File: src/rtl/i2s_rx_deserializer.sv
// ----------------------------------------------------------------------------
// i2s_rx_deserializer: I2S receiver, SCK oversampled by clk_i, stereo pair out
// with valid/ready handshake.  Rev 1.0
// ----------------------------------------------------------------------------
`default_nettype none

module i2s_rx_deserializer #(
  parameter int   DATA_W = 24,
  parameter int   SLOT_W = 32,
  parameter logic WS_POL = 1'b0
) (
  input  logic              clk_i,
  input  logic              rst_i,
  input  logic              sck_i,
  input  logic              ws_i,
  input  logic              sd_i,
  input  logic              ready_i,
  output logic [DATA_W-1:0] left_o,
  output logic [DATA_W-1:0] right_o,
  output logic              valid_o,
  output logic              overrun_o,
  output logic              frame_err_o
);

  localparam int               CNT_W    = $clog2(SLOT_W + 1);
  localparam logic [CNT_W-1:0] CNT_DATA = CNT_W'(DATA_W);
  localparam logic [CNT_W-1:0] CNT_SAT  = CNT_W'(SLOT_W);

  typedef enum logic [1:0] {
    SYNC  = 2'd0,
    LEFT  = 2'd1,
    RIGHT = 2'd2
  } state_t;

  state_t            state_q;
  logic              sck_q;
  logic              ws_q;
  logic [CNT_W-1:0]  cnt_q;
  logic [CNT_W-1:0]  cnt_d;
  logic [DATA_W-1:0] shift_q;
  logic [DATA_W-1:0] shift_d;
  logic [DATA_W-1:0] hold_q;
  logic [DATA_W-1:0] left_q;
  logic [DATA_W-1:0] right_q;
  logic [DATA_W-1:0] word_d;
  logic              valid_q;
  logic              overrun_q;
  logic              frame_err_q;
  logic              rise;
  logic              ws_edge;
  logic              to_left;
  logic              short_slot;

  // Only the low cnt_q bits of the shifter belong to the current slot, so the
  // left shift both discards stale bits and zero-pads a short word.
  always_comb begin
    rise       = sck_i & ~sck_q;
    ws_edge    = rise & (ws_i != ws_q);
    to_left    = (ws_i == WS_POL);
    short_slot = (cnt_q < CNT_DATA);
    cnt_d      = (cnt_q == CNT_SAT) ? cnt_q : cnt_q + CNT_W'(1);
    shift_d    = DATA_W'({shift_q, sd_i});
    word_d     = short_slot ? (shift_q << (CNT_DATA - cnt_q)) : shift_q;
  end

  always_ff @(posedge clk_i or posedge rst_i) begin
    if (rst_i) begin
      state_q     <= SYNC;
      sck_q       <= 1'b0;
      ws_q        <= WS_POL;
      cnt_q       <= '0;
      shift_q     <= '0;
      hold_q      <= '0;
      left_q      <= '0;
      right_q     <= '0;
      valid_q     <= 1'b0;
      overrun_q   <= 1'b0;
      frame_err_q <= 1'b0;
    end else begin
      sck_q       <= sck_i;
      overrun_q   <= 1'b0;
      frame_err_q <= 1'b0;
      if (valid_q && ready_i) valid_q <= 1'b0;
      if (rise) ws_q <= ws_i;

      case (state_q)
        SYNC: begin
          if (ws_edge && to_left) begin
            state_q <= LEFT;
            cnt_q   <= '0;
          end
        end
        LEFT: begin
          if (ws_edge && !to_left) begin
            hold_q      <= word_d;
            frame_err_q <= short_slot;
            cnt_q       <= '0;
            state_q     <= RIGHT;
          end else if (rise && !ws_edge) begin
            if (short_slot) shift_q <= shift_d;
            cnt_q <= cnt_d;
          end
        end
        RIGHT: begin
          if (ws_edge && to_left) begin
            frame_err_q <= short_slot;
            cnt_q       <= '0;
            state_q     <= LEFT;
            // A pending unaccepted pair wins; the fresh one is dropped.
            if (valid_q && !ready_i) begin
              overrun_q <= 1'b1;
            end else begin
              left_q  <= hold_q;
              right_q <= word_d;
              valid_q <= 1'b1;
            end
          end else if (rise && !ws_edge) begin
            if (short_slot) shift_q <= shift_d;
            cnt_q <= cnt_d;
          end
        end
        default: state_q <= SYNC;
      endcase
    end
  end

  assign left_o      = left_q;
  assign right_o     = right_q;
  assign valid_o     = valid_q;
  assign overrun_o   = overrun_q;
  assign frame_err_o = frame_err_q;

endmodule

`default_nettype wire

File: config.mk
export PLATFORM = sky130hd
export DESIGN_NAME = i2s_rx_deserializer
export DESIGN_NICKNAME = d
export VERILOG_FILES = /design/src/rtl/i2s_rx_deserializer.sv
export SDC_FILE = /design/constraint.sdc
export NUM_CORES = 1
export LEC_CHECK = 0
export CORE_MARGIN = 8
export CORE_UTILIZATION = 25
export DETAILED_ROUTE_END_ITERATION = 16
export GPL_ROUTABILITY_DRIVEN = 0
export PLACE_DENSITY_LB_ADDON = 0.08
export SLEW_MARGIN = 10
export SYNTH_ARGS = -nofsm -noshare
export SYNTH_HDL_FRONTEND = slang
export SYNTH_SLANG_ARGS = --single-unit
File: constraint.sdc
create_clock -name clk_i -period 7.8 [get_ports clk_i]
set_input_delay 0.78 -clock clk_i [delete_from_list [all_inputs] [get_ports clk_i]]
set_output_delay 0.78 -clock clk_i [all_outputs]
set_load 0.005 [all_outputs]
==> flow_summary.json <==
{
  "dieArea_mm2": 0.0285,
  "start_util_pct": 25.2,
  "insertion_delay_ns": 0.36,
  "hold_viol": 0,
  "fin_nets": 614,
  "fp.coreArea_mm2": 0.0232,
  "relSlewSlack_pct": 20.3,
  "chipHeight_um": 169,
  "via_per_inst": 4.64,
  "rsz0062_at_grt": "no",
  "setup_ws_ns": 4.52,
  "finalWirelength_um": 15500,
  "r2r-start": "cnt_q[0]",
  "synthArstFlopShare_pct": 100,
  "tns_ns": 0,
  "port_buffers": 56,
  "slew_viol_final": 0,
  "setup_viol": 0,
  "ys_seq_area_share_pct": 46.7,
  "critical_path_class": "in -> reg",
  "min_path_type": "reg -> reg",
  "clock_path_buffers": 2,
  "vias": 4287,
  "syn_inst": 559,
  "irDropWorstVdd_v": 0.0000887,
  "syn_area_mm2": 0.00584,
  "cts.sinks": 109,
  "ioPinCount": 57,
  "diodes": 0,
  "cts_hold_buf": 0,
  "run_status": "finished clean",
  "min_from": "hold_q[22]",
  "grt_use_total_pct": 11.2,
  "antenna_found_initial": 0,
  "cts.repair.resized": 0,
  "ys.flop_type": "dfrtp_1",
  "grt-ovfl-total": 0,
  "synth_edf_count": 0,
  "critPathLaunch": "sck_i",
  "htreeDepth": 3,
  "cts_made_buffers": 9,
  "whs_ns": 0.466,
  "p_per_area_mw_per_mm2": 240,
  "drt_pre_antenna_iters": 4,
  "syn_to_final_growth_pct": 19.0,
  "syn-mean-instance-area_um2": 10.5,
  "crit_fanout": 32,
  "max_freq_mhz": 305,
  "synth_nets": 572,
  "final_util_pct": 30.0,
  "place_ws_ns": 4.11,
  "cts_root_buf": "clkbuf_16",
  "yosysUniqueCellTypes": 58,
  "tightestPinTransition_ns": 1.19,
  "ant_nets": 0,
  "fin_crit_sh_pct": 42.1,
  "die_x_um": 169,
  "fin_crit_ns": 3.28,
  "grt_pass1_vias": 4239,
  "drt-initial-drc-count": 276,
  "rows": 56,
  "dp.final_hpwl_um": 11200,
  "critPathRequiredTime_ns": 8.03,
  "stdcell_count": 924,
  "start_kind": "input port",
  "p_leak_nw": 3.06,
  "maxCapViolCount": 0,
  "path_clk_slew_ns": 0.08,
  "endpoint_kind": "register",
  "drc": 0,
  "clock_skew_ns": 0.0108,
  "dp_cells": 909,
  "yosys_warnings": 0,
  "grt_start_max_net_pins": 74,
  "avgRoutedWirePerCell_um": 16.8,
  "worstPathArrival_ns": 3.51,
  "synth_seq_cells": 109,
  "grt_pass1_wl_um": 25200,
  "cts_setup_buffers": 0,
  "cts_tree": "done",
  "drive_gt1_share_pct": 13.6
}
## synthesized netlist by cell type, types with 5 or more instances
| cell | instances | area [um^2] |
|---|---|---|
| dfrtp_1 | 109 | 2730 |
| mux2i_1 | 11 | 110 |
| nand2_1 | 135 | 507 |
| nand3_1 | 7 | 35.0 |
| o31ai_1 | 5 | 37.5 |
| mux2_2 | 41 | 462 |
| nand2b_1 | 8 | 50.1 |
| clkbuf_1 | 17 | 63.8 |
| o211ai_1 | 5 | 37.5 |
| o21ai_0 | 30 | 150 |
| a22oi_1 | 6 | 45.0 |
| xnor2_1 | 5 | 43.8 |
| nor2b_1 | 6 | 37.5 |
| ha_1 | 7 | 87.6 |
| a21oi_1 | 11 | 55.1 |
| mux4_1 | 15 | 394 |
| a31oi_1 | 12 | 75.1 |
| inv_1 | 8 | 30.0 |
| nor2_1 | 45 | 169 |
| nor3_1 | 6 | 30.0 |
| mux4_2 | 6 | 135 |
| buf_2 | 7 | 35.0 |
## flip-flops by register name (all words and copies together), names as in the netlist, 2 cells and up
name / count
state_q: 2
right_o: 24
shift_q: 24
cnt_q: 6
hold_q: 24
left_o: 24
## where the power goes
part | leakage (nW) | switching [mW] | internal, mW | total (mW)
Clock | 0.135 | 0.223 | 0.222 | 0.445
Combinational | 1.43 | 0.296 | 0.243 | 0.539
Sequential | 1.49 | 0.0586 | 0.628 | 0.687
Total | 3.06 | 0.578 | 1.09 | 1.67
## final cells by class
class	instances	area, um^2
multi-input cells	410	2900
clock buffers	9	225
fillers	2401	16200
clock inverters	6	53.8
inverters	8	32.5
flip-flops and latches	109	2730
well taps	319	399
repair buffers	63	613
## cell usage in the layout (no fill, tap or decap), types with 2 or more instances in the layout
| cell | count |
|---|---|
| a31oi_1 | 12 |
| a22oi_1 | 6 |
| o211ai_1 | 5 |
| nand2_1 | 135 |
| nand3_1 | 7 |
| clkbuf_16 | 9 |
| a221oi_1 | 2 |
| xor2_1 | 3 |
| a2bb2oi_1 | 2 |
| a22o_1 | 2 |
| o31ai_1 | 5 |
| a21oi_1 | 11 |
| dfrtp_1 | 109 |
| nor2b_1 | 5 |
| inv_1 | 7 |
| clkdlybuf4s50_1 | 56 |
| nand2b_1 | 8 |
| nand4_1 | 4 |
| nor3_1 | 6 |
| mux4_1 | 15 |
| or3_1 | 3 |
| nor4_1 | 2 |
| o21ai_0 | 30 |
| mux2_2 | 41 |
| buf_4 | 7 |
| inv_6 | 3 |
| ha_1 | 7 |
| a211oi_1 | 4 |
| mux4_2 | 6 |
| mux2i_1 | 11 |
| xnor2_1 | 5 |
| nor2_1 | 44 |
| a21o_1 | 3 |
| o21ai_1 | 2 |
## worst max-delay path: stages
cell and delay, ns:
clkdlybuf4s50_1 0.49, nor2b_1 0.45, nand3_1 0.96, or3_1 0.68
o21ai_0 0.08, a31oi_1 0.06
## final timing paths
path,cells after the start,to,slack (ns)
worst max-delay path,6,hold_q[17],4.52
worst min-delay path,2,left_o[22],0.47
worst max register to register,10,hold_q[9],4.73
worst min register to register,2,left_o[22],0.47
max in group asynchronous,3,cnt_q[3],5.66
min in group asynchronous,2,left_o[0],0.78
## through the flow
step	total power, mW	area (um^2)
after CTS	1.70	6950
after global placement	1.25	6680
final	1.67	6950
after floorplan	1.09	5840
after global routing	1.78	6950
after detailed placement	1.24	6680
## per-layer routing
layer	track usage, %	wire, um	up-vias
li1	-	-	2076
met1	15.8	7640	2078
met2	15.9	6660	115
met3	2.80	840	18
met4	4.74	385	0
met5	0	0	-
## kinds of logic (layout without fill, tap and decap cells)
logic type	count (synthesis)	in the layout	synth area share, %
AOI/OAI and AO/OA	97	97	11.1
xor gates and xnor gates	9	9	1.48
adders and majority gates	7	7	1.50
buffers and inverters	40	86	3.75
DFF	109	109	46.7
muxes	74	74	19.2
and+or+nand+nor	223	223	16.2
Note: power is estimated with default switching activity, not from simulation.
